==> src/rtl/cam_learn_ctrl.sv <==
// cam_learn_ctrl: request-side controller for a 256x16 CAM with learn-on-miss.
// Latency: 2 cycles accept->resp_valid on hit/no-learn miss, 3 cycles on insert.
// Backpressure: one request in flight; req_ready low until the response is taken;
//   resp_* held stable while resp_ready is low.
// Ports: req_* / learn_en / flush in (request side), resp_* out (response side),
//   cam_* out to the CAM search/write ports, cam_match/cam_match_addr back from the CAM.
module cam_learn_ctrl #(
  parameter int DATA_W = 16,
  parameter int ADDR_W = 8,
  parameter int DEPTH  = 256
) (
  input  logic              clk,
  input  logic              rst_n,
  input  logic              flush,
  input  logic              learn_en,
  input  logic              req_valid,
  output logic              req_ready,
  input  logic [DATA_W-1:0] req_key,
  output logic              resp_valid,
  input  logic              resp_ready,
  output logic              resp_hit,
  output logic              resp_new,
  output logic [ADDR_W-1:0] resp_addr,
  output logic              cam_enable,
  output logic [DATA_W-1:0] cam_data,
  output logic              cam_match_en,
  output logic              cam_write_en,
  output logic [ADDR_W-1:0] cam_write_addr,
  input  logic              cam_match,
  input  logic [ADDR_W-1:0] cam_match_addr
);

  typedef enum logic [2:0] {
    S_IDLE   = 3'd0,
    S_SEARCH = 3'd1,
    S_RESULT = 3'd2,
    S_WRITE  = 3'd3,
    S_RESP   = 3'd4
  } state_t;

  state_t              state_q, state_d;
  logic [DATA_W-1:0]   key_q;
  logic                learn_q;
  // One extra bit so the count can represent "all DEPTH entries written".
  logic [ADDR_W:0]     fill_cnt;
  logic                full;
  logic [ADDR_W-1:0]   victim_ptr;
  logic                valid_hit;
  logic [ADDR_W-1:0]   ins_addr;

  // The CAM returns the lowest matching address, and valid entries always
  // occupy [0, fill_cnt) until full, so a match at or beyond fill_cnt can only
  // be a stale entry left over from before a flush or reset.
  assign valid_hit = cam_match && (full || ({1'b0, cam_match_addr} < fill_cnt));
  assign ins_addr  = full ? victim_ptr : fill_cnt[ADDR_W-1:0];
  assign cam_data  = key_q;

  // State register
  always_ff @(posedge clk) begin
    if (!rst_n) state_q <= S_IDLE;
    else        state_q <= state_d;
  end

  // Next-state logic
  always_comb begin
    state_d = state_q;
    case (state_q)
      S_IDLE:   if (req_valid) state_d = S_SEARCH;
      S_SEARCH: state_d = S_RESULT;
      S_RESULT: begin
        if (valid_hit)    state_d = S_RESP;
        else if (learn_q) state_d = S_WRITE;
        else              state_d = S_RESP;
      end
      S_WRITE:  state_d = S_RESP;
      S_RESP:   if (resp_ready) state_d = S_IDLE;
      default:  state_d = S_IDLE;
    endcase
  end

  // State-decoded outputs
  always_comb begin
    req_ready      = 1'b0;
    resp_valid     = 1'b0;
    cam_enable     = 1'b1;
    cam_match_en   = 1'b0;
    cam_write_en   = 1'b0;
    cam_write_addr = '0;
    case (state_q)
      S_IDLE: begin
        req_ready  = 1'b1;
        cam_enable = 1'b0;
      end
      S_SEARCH: cam_match_en = 1'b1;
      S_WRITE: begin
        cam_write_en   = 1'b1;
        cam_write_addr = ins_addr;
      end
      S_RESP:  resp_valid = 1'b1;
      default: ;
    endcase
  end

  // Datapath: latched request, fill tracking, registered response fields
  always_ff @(posedge clk) begin
    if (!rst_n) begin
      key_q      <= '0;
      learn_q    <= 1'b0;
      fill_cnt   <= '0;
      full       <= 1'b0;
      victim_ptr <= '0;
      resp_hit   <= 1'b0;
      resp_new   <= 1'b0;
      resp_addr  <= '0;
    end else begin
      case (state_q)
        S_IDLE: begin
          if (req_valid) begin
            key_q   <= req_key;
            learn_q <= learn_en;
          end else if (flush) begin
            fill_cnt   <= '0;
            full       <= 1'b0;
            victim_ptr <= '0;
          end
        end
        S_RESULT: begin
          if (valid_hit) begin
            resp_hit  <= 1'b1;
            resp_new  <= 1'b0;
            resp_addr <= cam_match_addr;
          end else begin
            resp_hit  <= 1'b0;
            resp_new  <= 1'b0;
            resp_addr <= '0;
          end
        end
        S_WRITE: begin
          resp_new  <= 1'b1;
          resp_addr <= ins_addr;
          if (full) begin
            victim_ptr <= (victim_ptr == ADDR_W'(DEPTH-1)) ? '0 : victim_ptr + ADDR_W'(1);
          end else begin
            fill_cnt <= fill_cnt + (ADDR_W+1)'(1);
            if (fill_cnt == (ADDR_W+1)'(DEPTH-1)) full <= 1'b1;
          end
        end
        S_RESP: begin
          if (resp_ready) begin
            resp_hit  <= 1'b0;
            resp_new  <= 1'b0;
            resp_addr <= '0;
          end
        end
        default: ;
      endcase
    end
  end

endmodule

==> config.mk <==
export PLATFORM = sky130hd
export DESIGN_NAME = cam_learn_ctrl
export DESIGN_NICKNAME = d
export VERILOG_FILES = /design/src/rtl/cam_learn_ctrl.sv
export SDC_FILE = /design/constraint.sdc
export NUM_CORES = 1
export LEC_CHECK = 0
export CAP_MARGIN = 15
export CORE_UTILIZATION = 45
export CTS_CLUSTER_SIZE = 10
export DETAILED_ROUTE_END_ITERATION = 10
export PLACE_DENSITY = 0.84
export REMOVE_ABC_BUFFERS = 1
export SKIP_CTS_REPAIR_TIMING = 1
export SYNTH_ARGS = -nofsm -noshare
export SYNTH_HDL_FRONTEND = slang
export SYNTH_SLANG_ARGS = --single-unit
==> constraint.sdc <==
create_clock -name clk -period 3.5 [get_ports clk]
set_clock_uncertainty 0.05 [all_clocks]
set_input_delay 0.875 -clock clk [delete_from_list [all_inputs] [get_ports clk]]
set_output_delay 0.875 -clock clk [all_outputs]
set_load 0.01 [all_outputs]
# ---- Word-level counts from Yosys, hierarchy flattened
# Index checks and enable logic that the tools add are counted.
dict set report totals {
  ff_bits 48
  inputBits 31
  output_inout_bits 39
  elab_cells 70
}
dict set report op_classes {
  n_addsub 2
  magnitude_cmp 1
  n_eq_ne 12
  mux 33
  reduce_logical 13
}
# operator n
set ops {}
lappend ops {{two-way mux 8 bit} 8}
lappend ops {{two-way mux 9 bit} 3}
lappend ops {{one-hot mux 8 bit (3 select lines)} 1}
lappend ops {{one-hot mux 9 bit (2 select lines)} 1}
lappend ops {{one-hot mux 8 bit (2 select lines)} 1}
lappend ops {{one-hot mux 3 bit (5 select lines)} 1}
lappend ops {{two-way mux 3 bit} 4}
lappend ops {{inequality test 2 bit (second input constant)} 6}
lappend ops {{two-way mux 1 bit} 11}
lappend ops {{adder 9 x 1 -> 9 bit (second input constant)} 1}
lappend ops {{== test 9 x 8 -> 1 bit (second input constant)} 1}
lappend ops {{less-than comparator 8 x 9 -> 1 bit} 1}
lappend ops {{adder 8 x 1 -> 8 bit (second input constant)} 1}
lappend ops {{== test 8 bit (second input constant)} 1}
lappend ops {{AND reduction 2 bit} 4}
lappend ops {{AND reduction 4 bit} 2}
lappend ops {{== test 3 x 2 -> 1 bit (second input constant)} 2}
lappend ops {{one-hot mux 1 bit (2 select lines)} 2}
lappend ops {{nonzero test 2 bit} 2}
lappend ops {{== test 3 x 1 -> 1 bit (second input constant)} 1}
lappend ops {{== test 3 bit (second input constant)} 1}
lappend ops {{zero test 3 bit} 1}
lappend ops {{one-hot mux 1 bit (3 select lines)} 1}
lappend ops {{AND reduction 3 bit} 1}
lappend ops {{3 further kinds} 3}

# ---- Longest topological paths before layout
dict set report logic_depth {
  depth_word 5
  ltp_mapped 8
  depth_no_buf 7
}

# ---- Worst setup path before layout
# Ideal clock, no wire load.
dict set report synth_path {
  path_type {input port to flip-flop}
  startpoint {in cam_match_addr[6]}
  endpoint {reg state_q[2]}
  setup_ns 0.135
  arrival_ns 2.057
  required_time_ns 3.315
  setup_slack_ns 1.258
  cell_stages 6
  path_buffers 0
  path_cell_list {ha_1 a211oi_1 o32a_1 o31a_1 nor2_1 o21ai_0}
}
dict set report synth_via {
  elab_chain_cells 5
}
# item line_no
set synth_lines {}
lappend synth_lines {{start: declaration} 30} ;# input logic [ADDR_W-1:0] cam_match_addr
lappend synth_lines {{less-than comparator 8 x 9 -> 1 bit} 54} ;# assign valid_hit = cam_match && (full || ({1'b0, cam_match_addr} < fill_cnt));
lappend synth_lines {{logical OR 1 bit} 54}
lappend synth_lines {{logical AND 1 bit} 54}
lappend synth_lines {{two-way mux 3 bit} 71} ;# if (valid_hit) state_d = S_RESP;
lappend synth_lines {{one-hot mux 3 bit (5 select lines)} 67} ;# case (state_q)
lappend synth_lines {{end signal: assignment} 61} ;# else state_q <= state_d;
lappend synth_lines {{end: declaration} 41} ;# state_t state_q, state_d;
# Every way passes these cells.
# A chain may end at the register's enable or synchronous reset.

# ---- Worst setup path in the final report
dict set report layout_path {
  startpoint {reg state_q[0]}
  endpoint {out cam_write_en}
}
dict set report layout_via {
  elab_chain_cells 2
}
# item line_no
set layout_lines {}
lappend layout_lines {{== test 3 x 2 -> 1 bit} 89} ;# case (state_q)
lappend layout_lines {{two-way mux 1 bit} 89}
lappend layout_lines {{end: declaration} 27} ;# output logic cam_write_en,
# Every way passes these cells.

==> key figures <==
Outcome
  • Status: complete, no violations

Cells and area
  • Area added between synthesis and finish: 32.8%
  • Filler cells: 459
  • # diodes: 0
  • Final Non-Filler Cells: ~440
  • Final net count: ~400
  • Post-route core utilization: 63.2%
  • Multi-input gate area: 1410 sq um
  • Footprint of the flip-flops and latches: 961 sq um
  • Layout cell share with drive strength beyond 1: 4.08%

Drt
  • DRT antenna net count: 0
  • DR iter-0 viols: 135
  • Drt pass-1 iters: 4
  • Drt total wl: 6150 um
  • Avg WL per Cell: 14.0 um
  • DRC viols: 0
  • Post-DR vias/cell: between 5 and 6
  • Vias: 2,357

Power and ir drop
  • Sequential share of power: between 40% and 50%
  • P_sw: 301 uW
  • Switching Fraction: 25.0%
  • Power Density: 363 nW/um^2
  • Pleak: ~1.2 nW
  • VDD IR max: 163 uV
  • Clock power share: 32.5%
  • Logic gate share of total power: 18.3%
  • Cell internal pwr: 902 uW

Synthesis
  • Yosys Warn Count: 0
  • Synth cell count leaders: nand2_1, dfxtp_1, nor2_1
  • Top flip-flop cell by instance count after synthesis: dfxtp_1
  • Synth area leaders: dfxtp_1, nand2_1, a21boi_0
  • Mean Syn Cell Area: 8.18 sq um
  • Post-synthesis register bit count: 48
  • Post-synth top area share: about two fifths
  • Sequential area share after synthesis: 38.5%
  • Most common cell in the netlist: nand2_1
  • Number of synthesized flops with an enable pin: 0
  • Async SR Flop Fraction: 0%
  • Synth unique cells: 45
  • Post-synthesis cell count: 305
  • Post-synthesis cell area: 2490 sq um
  • Synth area leader: dfxtp_1

STA
  • Final Hold Fails: 0
  • F_max: slightly above 300 MHz
  • Final setup vio count: 0
  • Final min period: approximately 3.3 ns
  • Rel. slew slack: 49.7%
  • Final worst path period share: 94.3%
  • RSZ-0062 raised after global routing: no
  • Total negative slack: 0 ns
  • Final WS setup: around 0.20 ns
  • Final slew viol count: 0
  • Slew @ Worst Pin: 0.753 ns

Floorplanning
  • Die area: 5840 sq um
  • Initial cell density of the core: 47.6%
  • Die width: 76.4 um
  • Die Ht: 76.4 um
  • Io pins: 70
  • Row cnt: 26
  • Core Box Area: 5240 sq um

Placed design
  • Pre-CTS setup slack: 0.538 ns
  • IO Port Bufs: 69
  • Placed insts: 430
  • GP Congestion: 0.864
  • Post-DP HPWL: 4550 um

Critical path
  • Worst path max stage delay: 0.61 ns
  • Critical path class: register to output port
  • Critical path launch point type: register
  • Worst path arrival time: 2.38 ns
  • Crit-path cells: nor2b_1 -> nand2_1 -> inv_1 -> clkdlybuf4s50_1
  • Critical path required time: between 2 and 3 ns
  • Crit end category: output port
  • Worst Path Max Fanout: 14
  • Crit-path slowest cell: clkdlybuf4s50_1

Clocking
  • Clock Sinks: 48
  • Clk_lat worst skew: 0.30 ns
  • Clk pin slew, worst setup/hold paths: 0.08 ns
  • H-Tree Depth: 2
  • CTS root buffer: clkbuf_8
  • CTS tree: built
  • Clock tree buffer depth: 2
  • Inserted Clock Buffers: 5

Global route
  • First-pass GRT wire length: 10,400 um
  • Total grt overflow: 0
  • Number of global-route vias before repair: 2,222
  • Largest net degree at the start of global routing: 21
  • Initial antenna violation count: 0
  • Global Route Usage Sum: 21.9%

Flow run
  • Max_cap viols: 0

Min path
  • Worst hold path class: register to register
-- critical path, delay by kind of cell, from the launching register on --
family	cells	cell delay (ns)
simple gates	2	0.57
buf+inv	2	1.03
flops	1	0.47
-- layer usage --
metal	track usage [%]	share of wire, %
met5	0	0
met4	6.73	1.3
met3	3.95	5.8
met2	36.4	46
met1	28.7	46
-- flip-flops by register name (all words and copies together) (netlist names) --
signal	count
victim_ptr	8
cam_data	16
resp_hit	1
learn_q	1
resp_new	1
fill_cnt	9
resp_addr	8
state_q	3
full	1
-- final cells by class --
cell class	instances	share of cell area, %
Multi-Input combinational cell	230	42.6
Sequential cell	48	29.0
Timing Repair Buffer	70	21.1
Tap cell	70	2.65
Clock buffer	6	2.19
Inverter	12	1.36
Clock inverter	2	1.06
-- layout by cell type, fill, tap and decap left out, types with 2 or more instances in the layout --
master	synthesis	routed
a21boi_0	20	20
a21o_1	2	2
a21oi_1	6	6
and2b_1	2	2
and3_1	5	5
and4_1	2	2
clkbuf_8	0	5
clkdlybuf4s50_1	0	69
dfxtp_1	48	48
ha_1	10	10
inv_1	11	11
mux2i_1	8	8
nand2_1	55	55
nand2b_1	2	2
nand3_1	7	7
nand4_1	5	5
nor2_1	37	37
nor2b_1	7	7
nor3_1	3	3
o21ai_0	12	12
o22ai_1	8	8
or4_1	7	7
xnor2_1	7	7
xor2_1	6	6
-- power by group through the flow --
stage | combinational, mW | clock, mW | sequential, mW
6_report | 0.221 | 0.391 | 0.591
5_1_grt | 0.241 | 0.428 | 0.595
4_1_cts | 0.221 | 0.400 | 0.591
3_5_place_dp | 0.220 | 0 | 0.604
3_3_place_gp | 0.216 | 0 | 0.603
2_1_floorplan | 0.0899 | 0 | 0.613
-- cells by family after synthesis --
| logic type | count (synthesis) | share of synthesized area (%) |
|---|---|---|
| AOI/OAI and AO/OA | 60 | 16.8 |
| xor gates and xnor gates | 13 | 4.57 |
| adders and majority gates | 10 | 5.02 |
| buffers and inverters | 27 | 4.87 |
| DFF | 48 | 38.5 |
| muxes | 8 | 3.21 |
| and+or+nand+nor | 139 | 27.0 |
-- metrics by stage --
stage | instance area (sq um) | hold slack (ns) | power [mW]
2_1_floorplan | 2420 | 0.390 | 0.702
3_3_place_gp | 3200 | 0.399 | 0.818
3_5_place_dp | 3200 | 0.406 | 0.824
4_1_cts | 3310 | 0.418 | 1.21
5_1_grt | 3310 | 0.440 | 1.26
6_report | 3310 | 0.417 | 1.20
-- path summary, 6_finish.rpt --
kind / depth (start not counted) / start / endpoint / slack (ns)
hold reg to reg: 2 / cam_data[0] / cam_data[0] / 0.42
setup / recovery: 4 / state_q[0] / cam_write_en / 0.20
setup reg to reg: 5 / state_q[2] / resp_addr[6] / 1.25
hold / removal: 2 / cam_data[0] / cam_data[0] / 0.42
No activity file was read; power rests on OpenSTA's default activity.
